### src/rtl/fperm_res_sink_if.sv
// Interface bundling the issue, result-bus and writeback signals of fperm_res_sink.
// The master side drives issue/bus/wb_rdy; the slave side is the sink itself.
interface fperm_res_sink_if #(
  parameter int TAG_W = 9
);
  logic             issue_vld;
  logic             issue_long;
  logic [TAG_W-1:0] issue_tag;
  logic [1:0]       issue_typ;
  logic             issue_stall;
  logic [67:0]      bus_in;
  logic             wb_vld;
  logic             wb_rdy;
  logic [TAG_W-1:0] wb_tag;
  logic [67:0]      wb_data;
  logic             type_err;

  modport master (
    output issue_vld, issue_long, issue_tag, issue_typ, bus_in, wb_rdy,
    input  issue_stall, wb_vld, wb_tag, wb_data, type_err
  );

  modport slave (
    input  issue_vld, issue_long, issue_tag, issue_typ, bus_in, wb_rdy,
    output issue_stall, wb_vld, wb_tag, wb_data, type_err
  );
endinterface

### src/rtl/fperm_res_sink.sv
// FP permute result-bus sink: tracks short/long ops in flight, captures the bus in the
// driver's slot, and buffers tagged results in a FWFT FIFO. Option: FPBUS_TYPECHK_EN.
module fperm_res_sink #(
  parameter int DEPTH = 4,
  parameter int TAG_W = 9
) (
  input logic             clk,
  input logic             rst,
  fperm_res_sink_if.slave io
);
  localparam int AW = $clog2(DEPTH);
  localparam int EW = TAG_W + 68;

  logic [2:0]       r_p;
  logic [TAG_W-1:0] r_tag2, r_tag1, r_tag0;
  logic [AW:0]      r_count;
  logic [AW-1:0]    r_wr_ptr, r_rd_ptr;
  logic [EW-1:0]    r_mem [DEPTH];

  logic          w_accept, w_collision, w_no_credit, w_stall;
  logic          w_vld, w_full, w_push, w_pop;
  logic [AW+1:0] w_need;
  logic [EW-1:0] w_head;

  // Credit counts every slot already in flight; a same-cycle pop is not credited.
  always_comb begin
    w_need = (AW+2)'(r_count) + (AW+2)'(r_p[0]) + (AW+2)'(r_p[1])
           + (AW+2)'(r_p[2]) + (AW+2)'(1);
  end

  assign w_no_credit    = (w_need > (AW+2)'(DEPTH));
  assign w_collision    = ~io.issue_long & r_p[1];
  assign w_stall        = io.issue_vld & (w_collision | w_no_credit);
  assign io.issue_stall = w_stall;
  assign w_accept       = io.issue_vld & ~w_stall;

  assign w_vld  = (r_count != '0);
  assign w_full = (r_count == (AW+1)'(DEPTH));
  assign w_push = r_p[0] & ~w_full;
  assign w_pop  = w_vld & io.wb_rdy;

  always_ff @(posedge clk) begin
    // NOTE: every sequential assignment is non-blocking so the slot shift reads old values.
    if (rst) begin
      r_p      <= '0;
      r_tag2   <= '0;
      r_tag1   <= '0;
      r_tag0   <= '0;
      r_count  <= '0;
      r_wr_ptr <= '0;
      r_rd_ptr <= '0;
    end else begin
      r_p[2] <= w_accept & io.issue_long;
      r_p[1] <= r_p[2];
      r_p[0] <= r_p[1] | (w_accept & ~io.issue_long);
      r_tag2 <= io.issue_tag;
      r_tag1 <= r_tag2;
      r_tag0 <= (w_accept & ~io.issue_long) ? io.issue_tag : r_tag1;
      if (w_push) r_wr_ptr <= r_wr_ptr + 1'b1;
      if (w_pop)  r_rd_ptr <= r_rd_ptr + 1'b1;
      unique case ({w_push, w_pop})
        2'b10:   r_count <= r_count + 1'b1;
        2'b01:   r_count <= r_count - 1'b1;
        default: r_count <= r_count;
      endcase
    end
  end

  // NOTE: storage has no reset; the count gates every read, so stale entries are never seen.
  always_ff @(posedge clk) begin
    if (!rst && w_push) r_mem[r_wr_ptr] <= {r_tag0, io.bus_in};
  end

  assign w_head     = r_mem[r_rd_ptr];
  assign io.wb_vld  = w_vld;
  assign io.wb_tag  = w_vld ? w_head[EW-1:68] : '0;
  assign io.wb_data = w_vld ? w_head[67:0]    : '0;

`ifdef FPBUS_TYPECHK_EN
  logic [1:0] r_typ2, r_typ1, r_typ0;
  logic       r_type_err;

  always_ff @(posedge clk) begin
    if (rst) begin
      r_typ2     <= '0;
      r_typ1     <= '0;
      r_typ0     <= '0;
      r_type_err <= 1'b0;
    end else begin
      r_typ2 <= io.issue_typ;
      r_typ1 <= r_typ2;
      r_typ0 <= (w_accept & ~io.issue_long) ? io.issue_typ : r_typ1;
      if (r_p[0] && (io.bus_in[67:66] != r_typ0)) r_type_err <= 1'b1;
    end
  end

  assign io.type_err = r_type_err;
`else
  logic w_unused_typ;
  assign w_unused_typ = ^io.issue_typ;
  assign io.type_err  = 1'b0;
`endif

  a_no_full_push: assert property (@(posedge clk) disable iff (rst) !(r_p[0] && w_full));

endmodule
### src/flat_wrapper.sv
// flat-port wrapper written by rule: the top's interface ports become plain ports
module fperm_res_sink_flat 
#(
  parameter int DEPTH = 4,
  parameter int TAG_W = 9
)
  (clk, rst, io_issue_vld, io_issue_long, io_issue_tag, io_issue_typ, io_bus_in, io_wb_rdy, io_issue_stall, io_wb_vld, io_wb_tag, io_wb_data, io_type_err);
  fperm_res_sink_if #(.TAG_W(TAG_W)) io_i ();
  input logic clk;
  input logic rst;
  input wire logic [$bits(io_i.issue_vld)-1:0] io_issue_vld;
  input wire logic [$bits(io_i.issue_long)-1:0] io_issue_long;
  input wire logic [$bits(io_i.issue_tag)-1:0] io_issue_tag;
  input wire logic [$bits(io_i.issue_typ)-1:0] io_issue_typ;
  input wire logic [$bits(io_i.bus_in)-1:0] io_bus_in;
  input wire logic [$bits(io_i.wb_rdy)-1:0] io_wb_rdy;
  output wire logic [$bits(io_i.issue_stall)-1:0] io_issue_stall;
  output wire logic [$bits(io_i.wb_vld)-1:0] io_wb_vld;
  output wire logic [$bits(io_i.wb_tag)-1:0] io_wb_tag;
  output wire logic [$bits(io_i.wb_data)-1:0] io_wb_data;
  output wire logic [$bits(io_i.type_err)-1:0] io_type_err;
  assign io_i.issue_vld = io_issue_vld;
  assign io_i.issue_long = io_issue_long;
  assign io_i.issue_tag = io_issue_tag;
  assign io_i.issue_typ = io_issue_typ;
  assign io_i.bus_in = io_bus_in;
  assign io_i.wb_rdy = io_wb_rdy;
  assign io_issue_stall = io_i.issue_stall;
  assign io_wb_vld = io_i.wb_vld;
  assign io_wb_tag = io_i.wb_tag;
  assign io_wb_data = io_i.wb_data;
  assign io_type_err = io_i.type_err;
  fperm_res_sink #(.DEPTH(DEPTH), .TAG_W(TAG_W)) u_core (.clk(clk), .rst(rst), .io(io_i));
endmodule
### config.mk
export PLATFORM = sky130hd
export DESIGN_NAME = fperm_res_sink_flat
export DESIGN_NICKNAME = d
export VERILOG_FILES = /design/src/rtl/fperm_res_sink_if.sv /design/src/rtl/fperm_res_sink.sv /design/src/flat_wrapper.sv
export SDC_FILE = /design/constraint.sdc
export NUM_CORES = 1
export LEC_CHECK = 0
export CORE_ASPECT_RATIO = 0.9
export CORE_MARGIN = 2
export CORE_UTILIZATION = 55
export DETAILED_ROUTE_END_ITERATION = 8
export HOLD_SLACK_MARGIN = 0.08
export PLACE_DENSITY = 0.77
export SYNTH_ARGS = -nofsm -noshare
export SYNTH_HDL_FRONTEND = slang
export SYNTH_SLANG_ARGS = --single-unit
### constraint.sdc
create_clock -name clk -period 3.5 [get_ports clk]
set_input_delay 0.35 -clock clk [delete_from_list [all_inputs] [get_ports clk]]
set_output_delay 0.35 -clock clk [all_outputs]
set_load 0.01 [all_outputs]
==> results of run 1 <==
final timing paths:
path / start / end / slack (ns)
setup / recovery: u_core.r_count[0] / u_core.r_tag0[1] / 0.40
hold / removal: io_issue_tag[4] / u_core.r_tag2[4] / 0.42
setup reg to reg: u_core.r_count[0] / u_core.r_tag0[1] / 0.40
hold reg to reg: u_core.r_tag2[6] / u_core.r_tag1[6] / 0.44
cells by family after synthesis:
group / share of synthesized area (%)
XOR/XNOR: 0.400
flip-flops: 76.4
adder cells (fa/ha/maj): 1.12
multiplexers: 14.3
AO/OA/AOI/OAI: 0.419
buffers and inverters: 1.45
AND/OR/NAND/NOR: 5.86
other: 0.0286
power by group through the flow:
stage                     Clock (uW)  Combinational (uW)  Sequential, uW
after floorplan                    0                1410            4730
after global placement             0                2530            4800
after detailed placement           0                2580            4810
after CTS                       3570                2600            4720
after global routing            3710                2730            4740
final                           3500                2540            4720
critical path, stage by stage (launching register included):
cell and delay (ns):
dfxtp_2 0.36, inv_1 0.08, ha_1 0.30, inv_1 0.07
fa_1 0.20, inv_1 0.07, fa_1 0.41, xnor2_1 0.16
a221o_1 0.39, or3_1 0.56, mux2_4 0.39
cell usage after synthesis:
cell      instances  area share, %
a222oi_1          1          0.076
nor2_1           10           0.29
or3_2             2           0.11
xnor2_1           3           0.20
and2_1           82            3.9
mux4_2           77             13
a21oi_1           2          0.076
nand2b_1          1          0.048
xor2_1            3           0.20
buf_2             8           0.31
conb_1            1          0.029
a21o_1            1          0.057
mux2i_1           1          0.076
ha_1              7           0.67
edfxtp_1        308             70
nand3_1           1          0.038
fa_1              3           0.46
buf_1             2          0.057
buf_6             1          0.086
buf_4             1          0.057
o31ai_1           1          0.057
mux2_4            9            1.0
or3_1             1          0.048
clkbuf_1         21           0.60
dfxtp_1          39            5.9
nor3_1            1          0.038
o21ai_0           2          0.076
inv_1            12           0.34
a221o_1           1          0.076
nor2b_1          29            1.4
sequential cells by signal (all words and copies together) (netlist names), named ones only:
name             cells
u_core.r_tag1        9
u_core.r_tag0        9
u_core.r_count       3
u_core.r_p           3
u_core.r_rd_ptr      2
u_core.r_mem       308
u_core.r_wr_ptr      2
u_core.r_tag2        9
per-stage QoR:
stage | power [uW] | cell area [um^2]
2_1_floorplan | 6140 | 13100
3_3_place_gp | 7320 | 15200
3_5_place_dp | 7390 | 15200
4_1_cts | 10900 | 16200
5_1_grt | 11200 | 16300
6_report | 10800 | 16300
layout make-up:
class / instances / area, um^2
clock inverters: 13 / 92.6
repair buffers: 173 / 1790
inverters: 12 / 45.0
fillers: 1424 / 7150
multi-input cells: 239 / 2920
diodes: 1 / 2.50
flip-flops and latches: 347 / 10000
clock buffers: 48 / 991
well taps: 302 / 378
per-layer routing:
metal	GRT usage, %	vias to the layer above
li1	-	2827
met1	27.0	3307
met2	32.3	200
met3	3.94	42
met4	5.52	2
met5	0	-
==> flow_summary.json, run 1 <==
{
  "run_status": "completed",
  "pre_cts_ws_ns": 0.350,
  "core_area_um2": 23400,
  "clkPwrFrac_pct": 32.5,
  "die_w_um": 167,
  "finalCriticalPeriod_ns": 3.10,
  "hold_viol_final": 0,
  "drt-pass1-iter-count": 5,
  "synthDistinctLibCells": 30,
  "io_buffers": 160,
  "htreeDepth": 2,
  "seqPwrFrac_pct": 43.9,
  "fin_hold_ws_ns": 0.422,
  "clockBufferDepth": 3,
  "power_density_nw_per_um2": 661,
  "syn2layout_area_growth_pct": 23.8,
  "wl_per_cell_um": 21.3,
  "fin_util_pct": 69.4,
  "grt-ovfl-total": 0,
  "required_ns": 3.89,
  "io_pins": 164,
  "start_kind": "flip-flop",
  "finalSetupTns_ns": 0,
  "syn_avg_cell_area_um2": 20.8,
  "yosys_warnings": 0,
  "mostFrequentLayoutCells": "308 x edfxtp_1, 159 x clkdlybuf4s50_1, 78 x and2_1, 77 x mux4_2, 37 x clkbuf_16",
  "grt_usage_pct": 19.6,
  "setup_slack_ns": 0.399,
  "clock_sinks": 347,
  "post_cts_buffers": 0,
  "whs_path_depth": 2,
  "cap_violations": 0,
  "wl_mm": 24.2,
  "syn-num-nets": 725,
  "final_common_cell": "edfxtp_1",
  "cts_made_buffers": 36,
  "routed_via_density": 5.62,
  "worstPathArrival_ns": 3.49,
  "wl_met1_mm": 10.2,
  "power_frac_comb_pct": 23.6,
  "dp.cells": 1073,
  "yosysSeqAreaShare_pct": 76.4,
  "ys_ff_latch": 347,
  "cts-hold-fix-buffers": 0,
  "postSynthCellCount": 631,
  "max_freq_mhz": 322,
  "wl_met3_mm": 1.43,
  "num_rows": 53,
  "min_period_over_period_pct": 88.6,
  "root_buffer": "clkbuf_16",
  "switching_share_pct": 24.6,
  "grt_pass1_wl_mm": 37.5,
  "top_layer": "met5",
  "finalNonFillerCells": 1135,
  "cp_max_fo": 9,
  "endpoint_kind": "flip-flop",
  "wl_met2_mm": 12.1,
  "hp-class": "input pin to flip-flop",
  "num_vias": 6378,
  "antenna_found_initial": 2,
  "die_h_um": 151,
  "internal_power_uw": 8110,
  "start_util_pct": 56.1,
  "layout-drive-gt1-share_pct": 18.6,
  "worstSkewPairLatency_ns": 0.51,
  "reg2regPathDepth": 10,
  "critical_path_class": "flip-flop to flip-flop",
  "tightest_slew_ns": 0.602,
  "first_global_vias": 6803,
  "ir_worst_vdd_v": 0.000426,
  "ant_nets": 0,
  "switchingPower_uw": 2640,
  "dieArea_um2": 25100,
  "skew_ns": 0.0137,
  "nets": 903,
  "hpwl_mm": 14.7,
  "clk_pin_slew_ns": 0.06,
  "rsz0062_at_grt": "false",
  "finalMaxSlewViolations": 0,
  "syn_area_um2": 13100,
  "gp_congestion": 0.753,
  "drc": 0,
  "drt_iter0_markers": 544,
  "finalSetupViolCount": 0,
  "tritoncts": "built",
  "grt_max_degree": 50,
  "relSlewSlack_pct": 59.9,
  "cts_repair_resize_count": 0,
  "leakage_uw": 0.00529
}
(Power assumes the default switching activity.)
==> run 2, diff against run 1 <==
Settings changed: GPL_TIMING_DRIVEN set to 0.
==> run 2 against run 1 <==
  * Non-clock buffer count up 23
  * Clock skew decreased by 0.0044 ns
  * Maximum frequency is 4.5% lower
  * Worst hold slack better by 0.0021 ns
  * Setup slack worse by 0.14 ns
  * Flip-flop and latch count is the same
  * Largest power group unchanged
  * Highest routed layer is now met4
==> flow_summary.json, run 2 (same netlist as run 1, synthesis figures left out) <==
{
  "wl_mm": 24.5,
  "die_h_um": 151,
  "drt_iter0_markers": 455,
  "grt_pass1_wl_mm": 37.9,
  "tightest_slew_ns": 0.711,
  "num_rows": 53,
  "finalCriticalPeriod_ns": 3.25,
  "cpMaxStageDelayCell": "mux4_2",
  "root_buffer": "clkbuf_16",
  "cts-hold-fix-buffers": 0,
  "ir_worst_vdd_v": 0.000390,
  "die_w_um": 167,
  "largest_reg_flops": 308,
  "dp.cells": 1097,
  "use_met2_pct": 32.7,
  "clk_pin_slew_ns": 0.06,
  "cp_max_fo": 10,
  "cp.depth": 6,
  "reg2regPathDepth": 11,
  "whs_path_depth": 2,
  "run_status": "completed",
  "worstSkewPairLatency_ns": 0.50,
  "rsz0062_at_grt": "false",
  "grt.busiest_layer": "met2",
  "gr-usage-met3_pct": 3.86,
  "cap_violations": 0,
  "use_met1_pct": 27.1,
  "tritoncts": "built",
  "mostFrequentLayoutCells": "308 x edfxtp_1, 159 x clkdlybuf4s50_1, 78 x and2_1, 77 x mux4_2, 38 x dfxtp_1",
  "routed_via_density": 5.60,
  "core_area_um2": 23400,
  "finalMaxSlewViolations": 0,
  "skew_ns": 0.00926,
  "antenna_found_initial": 0,
  "clockBufferDepth": 3,
  "num_vias": 6474,
  "regMostFlops": "u_core.r_mem",
  "critical_path_class": "flip-flop to output pin",
  "io_pins": 164,
  "drc": 0,
  "hold_viol_final": 0,
  "finalNonFillerCells": 1156,
  "syn2layout_area_growth_pct": 23.9,
  "max_freq_mhz": 308,
  "hp-class": "input pin to flip-flop",
  "post_cts_buffers": 0,
  "cts_made_buffers": 35,
  "worst-path-buf-inv": 4,
  "grt-ovfl-total": 0,
  "ant_nets": 0,
  "power_uw": 10600,
  "fin_hold_ws_ns": 0.424,
  "required_ns": 3.15,
  "crit_family": "buffers and inverters",
  "min_period_over_period_pct": 92.7,
  "grt_usage_pct": 19.8,
  "worstPathArrival_ns": 2.90,
  "relSlewSlack_pct": 52.2,
  "hpwl_mm": 15.3,
  "final_common_cell": "edfxtp_1",
  "clock_sinks": 347,
  "leakage_uw": 0.00531,
  "start_util_pct": 56.1,
  "slowest_delay_ns": 0.53,
  "endpoint_kind": "output pin",
  "first_global_vias": 6812,
  "dieArea_um2": 25100,
  "layout-drive-gt1-share_pct": 17.8,
  "nets": 925,
  "io_buffers": 160,
  "start_kind": "flip-flop",
  "gp_congestion": 0.760,
  "cts_repair_resize_count": 7,
  "cp_cell_sequence": "clkbuf_1 > clkbuf_4 > buf_4 > mux4_2 > and2_1 > clkdlybuf4s50_1",
  "drt-pass1-iter-count": 5,
  "wl_per_cell_um": 21.2,
  "finalSetupViolCount": 0,
  "power_density_nw_per_um2": 653,
  "htreeDepth": 2,
  "grt_max_degree": 48
}
-- run 2: changes by cell type in the layout (fill, tap and decap cells not counted), moves of 3 or more --
cell and change:
buf_2 +5, buf_12 -7, clkbuf_1 +18, buf_16 +4
clkbuf_2 +4, clkinv_1 +3
-- run 2: worst paths after layout --
check,from,endpoint,slack (ns)
setup reg to reg,u_core.r_count[0],u_core.r_tag0[8],0.57
hold / removal,io_issue_tag[3],u_core.r_tag2[3],0.42
hold reg to reg,u_core.r_tag2[2],u_core.r_tag1[2],0.44
setup / recovery,flip-flop,io_wb_tag[0],0.25
-- run 2: layer usage --
layer,up-vias,share of wire (%),wire length (um)
met3,43,6.1,1490
met4,0,2.1,524
met5,-,0,0
met2,228,50,12300
met1,3322,42,10200
li1,2881,-,-
-- run 2: final cells by class --
class                      count  area (um^2)
multi-input combinational    239         2920
clock inverter                11         43.8
timing repair buffer         164         1710
fill                        1432         7140
clock buffer                  48          977
inverter                      12         45.0
tap                          302          378
antenna                        1         2.50
buffer                        32          158
sequential                   347        10000
-- run 2: report_power, final --
group	internal (uW)	switching, uW	total, uW	leakage, uW
combinational	1450	1180	2620	0.00171
clock	1940	1410	3350	0.000497
sequential	4610	43.3	4650	0.00310
-- run 2: through the flow --
step                      TNS [ns]  setup WS (ns)  instance area [um^2]  util [%]
final                            0          0.254                 16300      69.5
after global placement     -430.68          -1.42                 15100      64.5
after CTS                        0         0.0288                 16300      69.4
after detailed placement         0          0.374                 15200      65.0
after floorplan                  0          0.527                 13100         -
after global routing             0         0.0487                 16300      69.5
